`src/rtl/axis_packet_arbiter.sv`:
```
// ---------------------------------------------------------------------------
// axis_packet_arbiter
//
// Packet-level round-robin arbiter that merges NIN AXI-Stream slave inputs
// onto one AXI-Stream master output. A granted input keeps the output until
// its TLAST beat is accepted, so packets from different inputs never
// interleave. One IDLE cycle is spent arbitrating between packets.
//
// Ports:
//   i_aclk          clock, all logic on the rising edge
//   i_aresetn       synchronous active-low reset
//   S_AXIS_TVALID   per-input valid                       [NIN]
//   S_AXIS_TREADY   per-input ready (at most one high)    [NIN]
//   S_AXIS_TDATA    input n at [n*DW +: DW]               [NIN*DW]
//   S_AXIS_TLAST    per-input end of packet               [NIN]
//   S_AXIS_TUSER    input n at [n*UW +: UW]               [NIN*UW]
//   M_AXIS_TVALID   registered output valid
//   M_AXIS_TREADY   downstream ready
//   M_AXIS_TDATA    registered output data                [DW]
//   M_AXIS_TLAST    registered output last
//   M_AXIS_TUSER    registered output user                [UW]
//   M_AXIS_TID      index of the input that sourced the beat [LGNIN]
//   o_busy          high while an input holds the lock
// ---------------------------------------------------------------------------
module axis_packet_arbiter #(
    parameter  int NIN   = 4,
    parameter  int DW    = 32,
    parameter  int UW    = 1,
    localparam int LGNIN = $clog2(NIN)
) (
    input  logic                 i_aclk,
    input  logic                 i_aresetn,
    input  logic [NIN-1:0]       S_AXIS_TVALID,
    output logic [NIN-1:0]       S_AXIS_TREADY,
    input  logic [NIN*DW-1:0]    S_AXIS_TDATA,
    input  logic [NIN-1:0]       S_AXIS_TLAST,
    input  logic [NIN*UW-1:0]    S_AXIS_TUSER,
    output logic                 M_AXIS_TVALID,
    input  logic                 M_AXIS_TREADY,
    output logic [DW-1:0]        M_AXIS_TDATA,
    output logic                 M_AXIS_TLAST,
    output logic [UW-1:0]        M_AXIS_TUSER,
    output logic [LGNIN-1:0]     M_AXIS_TID,
    output logic                 o_busy
);

    localparam logic [0:0] ST_IDLE   = 1'b0;
    localparam logic [0:0] ST_LOCKED = 1'b1;

    logic [0:0]       state_r;
    logic [LGNIN-1:0] grant_r;
    logic [LGNIN-1:0] last_grant_r;

    logic             m_valid_r;
    logic [DW-1:0]    m_data_r;
    logic             m_last_r;
    logic [UW-1:0]    m_user_r;
    logic [LGNIN-1:0] m_tid_r;

    logic [NIN-1:0]   tready_s;
    logic             accept_s;
    logic [DW-1:0]    sel_data_s;
    logic             sel_last_s;
    logic [UW-1:0]    sel_user_s;

    // First requester strictly after 'last', wrapping modulo NIN, so the
    // most recently served input has the lowest priority.
    function automatic logic [LGNIN-1:0] rr_pick(input logic [NIN-1:0]   req,
                                                 input logic [LGNIN-1:0] last);
        logic [LGNIN-1:0] pick;
        logic             found;
        int unsigned      idx;
        pick  = last;
        found = 1'b0;
        for (int i = 1; i <= NIN; i++) begin
            idx = (int'(last) + i) % NIN;
            if (!found && req[idx[LGNIN-1:0]]) begin
                pick  = idx[LGNIN-1:0];
                found = 1'b1;
            end else begin
                pick  = pick;
            end
        end
        return pick;
    endfunction

    // Only the locked input may see ready, and only when the output
    // register is empty or being drained this cycle.
    always_comb begin
        tready_s = '0;
        if (state_r == ST_LOCKED) begin
            tready_s[grant_r] = !m_valid_r || M_AXIS_TREADY;
        end else begin
            tready_s = '0;
        end
    end

    assign accept_s   = S_AXIS_TVALID[grant_r] && tready_s[grant_r];
    assign sel_data_s = S_AXIS_TDATA[grant_r*DW +: DW];
    assign sel_last_s = S_AXIS_TLAST[grant_r];
    assign sel_user_s = S_AXIS_TUSER[grant_r*UW +: UW];

    // Arbitration FSM: grant in IDLE, release the lock on an accepted TLAST.
    always_ff @(posedge i_aclk) begin
        if (!i_aresetn) begin
            state_r      <= ST_IDLE;
            grant_r      <= '0;
            last_grant_r <= LGNIN'(NIN - 1);
        end else begin
            case (state_r)
                ST_IDLE: begin
                    if (|S_AXIS_TVALID) begin
                        grant_r <= rr_pick(S_AXIS_TVALID, last_grant_r);
                        state_r <= ST_LOCKED;
                    end else begin
                        state_r <= ST_IDLE;
                    end
                end
                ST_LOCKED: begin
                    if (accept_s && sel_last_s) begin
                        state_r      <= ST_IDLE;
                        last_grant_r <= grant_r;
                    end else begin
                        state_r <= ST_LOCKED;
                    end
                end
                default: begin
                    state_r <= ST_IDLE;
                end
            endcase
        end
    end

    // Output register: load on accept, drain on downstream ready, else hold.
    always_ff @(posedge i_aclk) begin
        if (!i_aresetn) begin
            m_valid_r <= 1'b0;
            m_data_r  <= '0;
            m_last_r  <= 1'b0;
            m_user_r  <= '0;
            m_tid_r   <= '0;
        end else if (accept_s) begin
            m_valid_r <= 1'b1;
            m_data_r  <= sel_data_s;
            m_last_r  <= sel_last_s;
            m_user_r  <= sel_user_s;
            m_tid_r   <= grant_r;
        end else if (M_AXIS_TREADY) begin
            m_valid_r <= 1'b0;
        end else begin
            m_valid_r <= m_valid_r;
        end
    end

    assign S_AXIS_TREADY = tready_s;
    assign M_AXIS_TVALID = m_valid_r;
    assign M_AXIS_TDATA  = m_data_r;
    assign M_AXIS_TLAST  = m_last_r;
    assign M_AXIS_TUSER  = m_user_r;
    assign M_AXIS_TID    = m_tid_r;
    assign o_busy        = (state_r == ST_LOCKED);

endmodule
```
`config.mk`:
```
export PLATFORM = sky130hd
export DESIGN_NAME = axis_packet_arbiter
export DESIGN_NICKNAME = d
export VERILOG_FILES = /design/src/rtl/axis_packet_arbiter.sv
export SDC_FILE = /design/constraint.sdc
export NUM_CORES = 1
export LEC_CHECK = 0
export CAP_MARGIN = 10
export CORE_AREA = 2 2 72 74
export CTS_CLUSTER_DIAMETER = 50
export CTS_CLUSTER_SIZE = 10
export DETAILED_ROUTE_END_ITERATION = 10
export DIE_AREA = 0 0 74 76
export DONT_BUFFER_PORTS = 1
export PLACE_DENSITY = 0.69
export SETUP_SLACK_MARGIN = 0.15
export SLEW_MARGIN = 20
export SYNTH_ARGS = -nofsm -noshare
export SYNTH_HDL_FRONTEND = slang
export SYNTH_SLANG_ARGS = --single-unit
export TNS_END_PERCENT = 1
```
`constraint.sdc`:
```
create_clock -name i_aclk -period 1.77 [get_ports i_aclk]
set_input_delay 0.531 -clock i_aclk [delete_from_list [all_inputs] [get_ports i_aclk]]
set_output_delay 0.531 -clock i_aclk [all_outputs]
set_load 0.01 [all_outputs]
```
; After elaboration in Yosys (flattened, before gate mapping)
; Index checks and enable logic that the tools add are counted.
[word_totals]
register_bits = 42
inputBits = 143
out_inout_bits = 42
[op_classes]
add_sub_neg = 4
magnitude_cmp = 6
shifts = 2
n_mux = 38
bitwise = 2
n_reduce_logical = 15
[op_table]
columns = cell, count
row1 = 128-bit by 8-bit indexed part select with 32-bit output, 1
row2 = 1-bit 2-to-1 mux, 24
row3 = 2-bit by 3-bit < comparator with 1-bit output (second input constant), 5
row4 = 1-bit binary-select mux with 2-bit select, 7
row5 = 2-bit 2-to-1 mux, 4
row6 = 1-bit logical AND, 6
row7 = 2-bit by 1-bit adder with 2-bit output (second input constant), 2
row8 = 2-bit adder (second input constant), 2
row9 = 4-bit bitwise AND, 1
row10 = 1-bit logical NOT, 4
row11 = 4-bit 2-to-1 mux, 1
row12 = 2-bit AND reduction, 2
row13 = 4-bit OR reduction, 1
row14 = 4-bit by 3-bit indexed part select with 1-bit output, 1
row15 = 1-bit demux with 2-bit select, 1
row16 = 2-bit by 1-bit >= comparator with 1-bit output (second input constant), 1
row17 = 1-bit case mux with 2 select lines, 1
row18 = 2-bit nonzero test, 1
row19 = 1-bit logical OR, 1
row20 = 1-bit NOT, 1

; Logic depth before layout (Yosys ltp)
; Gate-level depths: netlist (run 1).
[depth]
word_depth = 22
depth_mapped = 7

; Least setup slack after synthesis (run 1)
; No wires, ideal clock.
[synth_timing]
path_kind = input to output
start = in M_AXIS_TREADY
end = out S_AXIS_TREADY[1]
arrival_time_ns = 1.184
required_time_ns = 1.239
slack_ns = 0.055
cell_stages = 3
n_path_buf = 0
cell_sequence = nand2b_1 nand2_1 nor3b_1
[synth_via]
elab_chain_len = 3
[synth_lines]
columns = element, line
row1 = start: declaration, 39  ; input logic M_AXIS_TREADY,
row2 = 1-bit logical OR, 92  ; tready_s[grant_r] = !m_valid_r || M_AXIS_TREADY;
row3 = 4-bit bitwise AND (no line), n/a
row4 = 4-bit 2-to-1 mux, 91  ; if (state_r == ST_LOCKED) begin
row5 = end: declaration, 34  ; output logic [NIN-1:0] S_AXIS_TREADY,
; No other way between the ends.

; Worst setup path after layout (run 1)
[layout_timing]
start = reg m_valid_r, in the netlist M_AXIS_TVALID
end = out S_AXIS_TREADY[2]
[layout_via]
elab_chain_len = 4
[layout_lines]
columns = element, line
row1 = start: declaration, 54  ; logic m_valid_r;
row2 = start signal: assignment, 151  ; m_valid_r <= m_valid_r;
row3 = 1-bit logical NOT, 92
row4 = 1-bit logical OR, 92
row5 = 4-bit bitwise AND (no line), n/a
row6 = 4-bit 2-to-1 mux, 91
; No other way between the ends.

==> run summary, run 1 <==
===========================================================================================
Run status                                                                     finished clean
Number of clock buffers inserted by TritonCTS                                             5
Antenna diode count                                                                       0
Startpoint types                                                                   register
Worst-case setup slack after placement                                            0.0615 ns
Setup WS post-layout                                                               0.158 ns
Vertical die dimension                                                                76 µm
Final period demand of the worst path                                               1.61 ns
Setup TNS Final                                                                        0 ns
Synthesized net count                                                                   386
Final count of negative-setup-slack endpoints                                             0
Port Buf Inserts                                                                          0
Maximum vdd ir drop                                                                  487 µV
Final clock period utilization by the worst path                                      0.911
Root Buffer                                                                    sky130_fd_sc_hd__clkbuf_8
Final nets                                                                              382
Prevailing post-synth register cell                                            sky130_fd_sc_hd__dfxtp_1
CTS Hold Bufs                                                                             0
Sum of internal, switching and leakage power                                        2.36 mW
Library cells used by synthesis                                                          28
Cell with the biggest individual delay on the critical path                    sky130_fd_sc_hd__dfxtp_4
Fraction of the mapped netlist area in simple logic gates                             0.155
Hold Path Stages                                                                          1
GPL Wtd Cong                                                                          0.771
Worst-Skew Late Latency                                                             0.29 ns
Worst setup slack for register-to-register paths                                    0.17 ns
Final-report max-slew violation count                                                     0
Vias after detailed routing                                                            1908
Synth Area in XOR/XNOR                                                                    0
Post-route core utilization                                                           0.571
Worst-case clock buffer depth                                                             2
Cell accounting for the most synthesized area                                  sky130_fd_sc_hd__dfxtp_1
Cell count after synthesis                                                              243
Area of all placed cells without fillers                                           2810 µm²
Critical path type                                                             register to output pin
Sequential-to-total area share from yosys stat                                        0.331
Combinational family with the most area after synthesis                        multiplexers
Worst Path Max Fanout                                                                     4
Arrival time reported for the critical path endpoint                                1.08 ns
Number of cells on the worst reg-to-reg path                                              4
Hold-critical path endpoint                                                    last_grant_r[1]$_SDFFE_PN1P_
Area share of the leading cell type in the synthesized netlist                        0.331
Effective utilization at floorplan                                                    0.517
Flop and latch count out of synthesis                                                    42
Clk slew on worst S/H paths                                                         0.07 ns
Critical path data required time                                                    1.24 ns
Post-detailed-route count of antenna-violating nets                                       0
Wire length of the first global-routing pass                                        9.80 mm
Hold slack                                                                         0.312 ns
Max cap viols                                                                             0
Residual DRC                                                                              0
Final hold violation count                                                                0
Area of the die                                                                    5620 µm²
Area after DPL                                                                     2630 µm²
Pin count of the biggest net entering global routing                                     43
Antenna violations before repair                                                          0
Count of non-filler cells in the finished layout                                        308
Synthesized area                                                                   2540 µm²
Die Width                                                                             74 µm
HPWL reported at the end of detailed placement                                      4.84 mm
Number of clock sinks                                                                    42
Layout Area Growth over Synthesis                                                     10.4%
Worst hold path type                                                           primary input to register
Biggest cell delay along the critical path                                          0.37 ns
Power density over the cells                                                     841 nW/µm²
Beginning of the worst register-to-register path                               grant_r[1]$_SDFFE_PN0P_
Synthesized-area fraction occupied by ao, oa, aoi and oai cells                       0.135
Routed wirelength normalized by instance count                                      21.2 µm
Overall overflow remaining after global route                                             0
Chain of cells forming the critical path                                       nand2b_4, nand2_4, nor3b_4
Mux contribution to synthesized area                                                  0.326
Top delay family on crit path                                                  simple AND/OR/NAND/NOR gates
Number of iterations in the first detailed-routing pass                                   4
Adder and majority gate portion of the synthesized area                                   0
Worst reg2reg path endpoint                                                    last_grant_r[1]$_SDFFE_PN1P_
TritonCTS clock tree                                                                    yes
Row count                                                                                26
Buffers plus inverters on the worst setup path                                            0
HP Start                                                                          i_aresetn
Maximum clock rate                                                                  620 MHz
Synth top area cells                                                           sky130_fd_sc_hd__dfxtp_1 (33%), sky130_fd_sc_hd__mux4_2 (31%), sky130_fd_sc_hd__nand2_1 (11%)
Capturing element type of the critical path                                      output pin
Placed instance count                                                                   300
Proportion of layout cells with a drive suffix above 1                                0.277
Number of global-route vias before repair                                              1940
Count of flip-flops with a built-in enable after synthesis                                0
Unrepaired setup endpoints after global routing                                        true
I/O pin cnt                                                                             185
Maximum level of the CTS H-tree                                                           2
Total Routing Usage GR                                                                0.229
Avg Inst Size Synth                                                                10.5 µm²
Launch point of the worst path                                                 M_AXIS_TVALID$_SDFFE_PN0P_
Tightest slew margin relative to the limit                                            0.745
Slew @ Worst Pin                                                                   0.379 ns
Standard cell core area                                                            4910 µm²
Async set-or-reset flop fraction in the synthesized netlist                               0
Leakage Power                                                                      0.928 nW
Number of design-rule violations left by the first detailed-router iteration             67
Yosys warns                                                                               0
DR vias/cell                                                                           6.19
Total wire length after detailed routing                                            6.54 mm
Worst Skew                                                                       0.00687 ns
===========================================================================================
==> routing by layer <==
layer / vias to the layer above / track usage / part of all wire
li1: 876 / - / -
met1: 902 / 0.263 / 0.35
met2: 121 / 0.395 / 0.52
met3: 9 / 0.0807 / 0.12
met4: 0 / 0.0655 / 0.013
met5: - / 0 / 0
==> worst register-to-register path: stages (launching register included) <==
cell                      delay, ns
sky130_fd_sc_hd__dfxtp_2       0.36
sky130_fd_sc_hd__mux4_2        0.55
sky130_fd_sc_hd__nand4_1       0.24
sky130_fd_sc_hd__mux2i_1       0.27
sky130_fd_sc_hd__nand2_1       0.07
==> cells in the mapped netlist (all sizes together), types with 3 or more instances <==
library cell,instances
a21boi,38
nor2,4
buf,13
mux2i,3
dfxtp,42
o21ai,3
nor2b,3
clkbuf,9
nand2b,3
mux4,35
nand2,74
==> cells by family (layout without fill, tap and decap cells) <==
| logic type | Yosys count | in the layout |
|---|---|---|
| buf+inv | 22 | 17 |
| mux | 39 | 39 |
| flops | 42 | 42 |
| compound gates | 47 | 47 |
| simple gates | 93 | 93 |
==> report_power, final <==
group | leakage (nW) | switching [mW] | internal [mW]
clock network | 0.0431 | 0.301 | 0.301
registers | 0.345 | 0.0951 | 1.02
logic | 0.540 | 0.273 | 0.365
total | 0.928 | 0.669 | 1.69
==> cell type report <==
type,instances,area [µm²]
Multi-Input combinational cell,179,1620
Sequential cell,42,851
Tap cell,70,87.6
Clock buffer,6,82.6
Timing Repair Buffer,11,169
Fill cell,413,2110
==> cells in the final DEF (no fill, tap or decap), drive strengths merged, types with 2 or more instances in the layout <==
cell type  synthesis  final
mux4              35     35
dfxtp             42     42
mux2i              3      3
a21boi            38     38
nand2             74     74
o211ai             2      2
nor3b              2      2
clkbuf             9      6
nand3              2      2
nor2               4      4
nor2b              3      3
buf               13     10
nand2b             3      3
o21ai              3      3
==> what timing repair did <==
action,4_1_cts,5_1_grt
pin swaps,2,2
gates cloned,1,0
setup buffers,1,0
setup endpoints to repair,4,9
resized for setup,7,7
==> sequential cells by signal (all words and copies together) (netlist names) <==
| signal | flops |
|---|---|
| M_AXIS_TDATA | 32 |
| M_AXIS_TID | 2 |
| grant_r | 2 |
| last_grant_r | 2 |
| M_AXIS_TLAST | 1 |
| M_AXIS_TUSER | 1 |
| M_AXIS_TVALID | 1 |
| o_busy | 1 |
==> worst max-delay path by stage <==
stage                                               to  depth (start not counted)
after global routing      last_grant_r[1]$_SDFFE_PN1P_                          4
after floorplan                       S_AXIS_TREADY[1]                          3
after CTS                             S_AXIS_TREADY[3]                          3
after global placement    M_AXIS_TDATA[2]$_SDFFE_PN0P_                          4
final                                 S_AXIS_TREADY[2]                          3
after detailed placement  M_AXIS_TDATA[2]$_SDFFE_PN0P_                          5
(Power assumes the default switching activity.)
==> run 2, diff against run 1 <==
--- a/config.mk
+++ b/config.mk
@@ -5,14 +5,15 @@
 export SDC_FILE = /design/constraint.sdc
 export NUM_CORES = 1
 export LEC_CHECK = 0
-export CAP_MARGIN = 10
-export CORE_AREA = 2 2 72 74
+export CORE_ASPECT_RATIO = 1.1
+export CORE_MARGIN = 4
+export CORE_UTILIZATION = 58
 export CTS_CLUSTER_DIAMETER = 50
 export CTS_CLUSTER_SIZE = 10
 export DETAILED_ROUTE_END_ITERATION = 10
-export DIE_AREA = 0 0 74 76
 export DONT_BUFFER_PORTS = 1
-export PLACE_DENSITY = 0.69
+export GPL_ROUTABILITY_DRIVEN = 0
+export PLACE_DENSITY = 0.75
 export SETUP_SLACK_MARGIN = 0.15
 export SLEW_MARGIN = 20
 export SYNTH_ARGS = -nofsm -noshare
==> run 2 against run 1 <==
Net effect: combinational power is 1% higher; total power is 2.0% higher; critical path type unchanged; die area is 2.1% lower; worst hold slack lost 0.012 ns; via count rose by 1.9%; clock power increased by 5.0%; maximum frequency is 0.49% lower; core utilization is 12 points higher; non-clock buffer count up 2.
==> run summary, run 2 (same netlist as run 1, synthesis figures left out) <==
===========================================================================================
HP Start                                                                          i_aresetn
I/O pin cnt                                                                             185
Worst-Skew Late Latency                                                             0.29 ns
Worst-case clock buffer depth                                                             2
Standard cell core area                                                            4080 µm²
Clk slew on worst S/H paths                                                         0.08 ns
HPWL reported at the end of detailed placement                                      5.45 mm
Arrival time reported for the critical path endpoint                                1.09 ns
TritonCTS clock tree                                                                    yes
Pin count of the biggest net entering global routing                                     43
Tightest slew margin relative to the limit                                            0.760
Maximum level of the CTS H-tree                                                           2
Maximum clock rate                                                                  617 MHz
Number of cells on the worst reg-to-reg path                                              5
Worst reg2reg path endpoint                                                    last_grant_r[0]$_SDFFE_PN1P_
Maximum vdd ir drop                                                                  448 µV
Number of design-rule violations left by the first detailed-router iteration            116
Number of clock buffers inserted by TritonCTS                                             5
Antenna diode count                                                                       0
Final-report max-slew violation count                                                     0
Worst setup slack for register-to-register paths                                    0.17 ns
Post-detailed-route count of antenna-violating nets                                       0
Total Routing Usage GR                                                                0.248
Worst Path Max Fanout                                                                    11
Hold slack                                                                         0.301 ns
Total wire length after detailed routing                                            7.07 mm
Antenna violations before repair                                                          0
Startpoint types                                                                   register
Number of iterations in the first detailed-routing pass                                   4
Slew @ Worst Pin                                                                   0.357 ns
Row count                                                                                24
Vertical die dimension                                                              77.4 µm
Final nets                                                                              384
Area of the die                                                                    5510 µm²
Count of non-filler cells in the finished layout                                        294
DR vias/cell                                                                           6.62
Number of clock sinks                                                                    42
Worst Skew                                                                       0.00419 ns
Critical path type                                                             register to output pin
Root Buffer                                                                    sky130_fd_sc_hd__clkbuf_8
Final period demand of the worst path                                               1.62 ns
Unrepaired setup endpoints after global routing                                        true
Hold-critical path endpoint                                                    last_grant_r[1]$_SDFFE_PN1P_
Layout Area Growth over Synthesis                                                     11.6%
Effective utilization at floorplan                                                    0.622
Final count of negative-setup-slack endpoints                                             0
Max FFs per register                                                                     32
Final hold violation count                                                                0
Leakage Power                                                                      0.951 nW
Number of global-route vias before repair                                              2022
Final clock period utilization by the worst path                                      0.915
Critical path data required time                                                    1.24 ns
Commonest non-fill, non-tap cells in the layout                                sky130_fd_sc_hd__nand2_1 (73), sky130_fd_sc_hd__dfxtp_1 (38), sky130_fd_sc_hd__mux4_2 (35)
Power density over the cells                                                     848 nW/µm²
Capturing element type of the critical path                                      output pin
Die Width                                                                           71.1 µm
Run status                                                                     finished clean
Overall overflow remaining after global route                                             0
Residual DRC                                                                              0
Port Buf Inserts                                                                          0
Setup TNS Final                                                                        0 ns
Most common library cell in the layout ignoring fill and taps                  sky130_fd_sc_hd__nand2_1
Max cap viols                                                                             0
Beginning of the worst register-to-register path                               grant_r[0]$_SDFFE_PN0P_
Wire length of the first global-routing pass                                        10.6 mm
Placed instance count                                                                   281
Vias after detailed routing                                                            1945
Routed wirelength normalized by instance count                                      24.0 µm
Proportion of layout cells with a drive suffix above 1                                0.289
Worst hold path type                                                           primary input to register
Hold Path Stages                                                                          1
===========================================================================================
[run 2: repair_timing]
item                                    in CTS  in global routing
pin swaps                                    1                  2
resized for setup                           13                  4
setup buffers                                2                  1
endpoints found under the setup margin       5                 32
hold buffers                                 0                  0
gates cloned                                 2                  0
[run 2: power by group]
group / total [mW] / switching, mW / internal (mW)
logic: 0.647 / 0.269 / 0.378
clock network: 0.632 / 0.317 / 0.315
registers: 1.13 / 0.104 / 1.02
[run 2: layout make-up]
cell class	count	area, µm²
clock inverter	1	5.00
timing repair buffer	13	201
fill	294	1250
clock buffer	7	86.3
multi-input combinational	179	1620
tap	52	65.1
sequential	42	856
[run 2: critical path, cell delays in order, from the launching register on]
cell                      delay (ns)
sky130_fd_sc_hd__dfxtp_4        0.39
sky130_fd_sc_hd__buf_12         0.16
sky130_fd_sc_hd__and4_4         0.24
[run 2: stage by stage]
stage                util  total power, mW  area, µm²  setup WS (ns)
global route        0.694             2.52       2840          0.111
CTS                 0.688             2.42       2810          0.147
global placement    0.634             1.71       2590          0.131
detailed placement  0.634             1.73       2590         0.0752
finish              0.694             2.41       2840          0.150
floorplan               -             1.63       2560          0.100
[run 2: layer usage]
metal,global-route usage,part of all wire,vias up,wire length (µm)
met5,0,0,-,0
met4,0.0865,0.025,0,176
met3,0.0891,0.12,15,816
met2,0.451,0.53,129,3770
met1,0.262,0.33,918,2310
li1,-,-,883,-
[run 2: worst max path at each step]
| stage | start | endpoint | slack (ns) |
|---|---|---|---|
| 2_1_floorplan | M_AXIS_TREADY | S_AXIS_TREADY[1] | 0.10 |
| 3_3_place_gp | S_AXIS_TVALID[3] | M_AXIS_TID[0]$_SDFFE_PN0P_ | 0.13 |
| 3_5_place_dp | S_AXIS_TVALID[3] | M_AXIS_TDATA[5]$_SDFFE_PN0P_ | 0.08 |
| 4_1_cts | M_AXIS_TVALID$_SDFFE_PN0P_ | S_AXIS_TREADY[3] | 0.15 |
| 5_1_grt | grant_r[0]$_SDFFE_PN0P_ | M_AXIS_TDATA[9]$_SDFFE_PN0P_ | 0.11 |
| 6_report | grant_r[0]$_SDFFE_PN0P_ | S_AXIS_TREADY[3] | 0.15 |
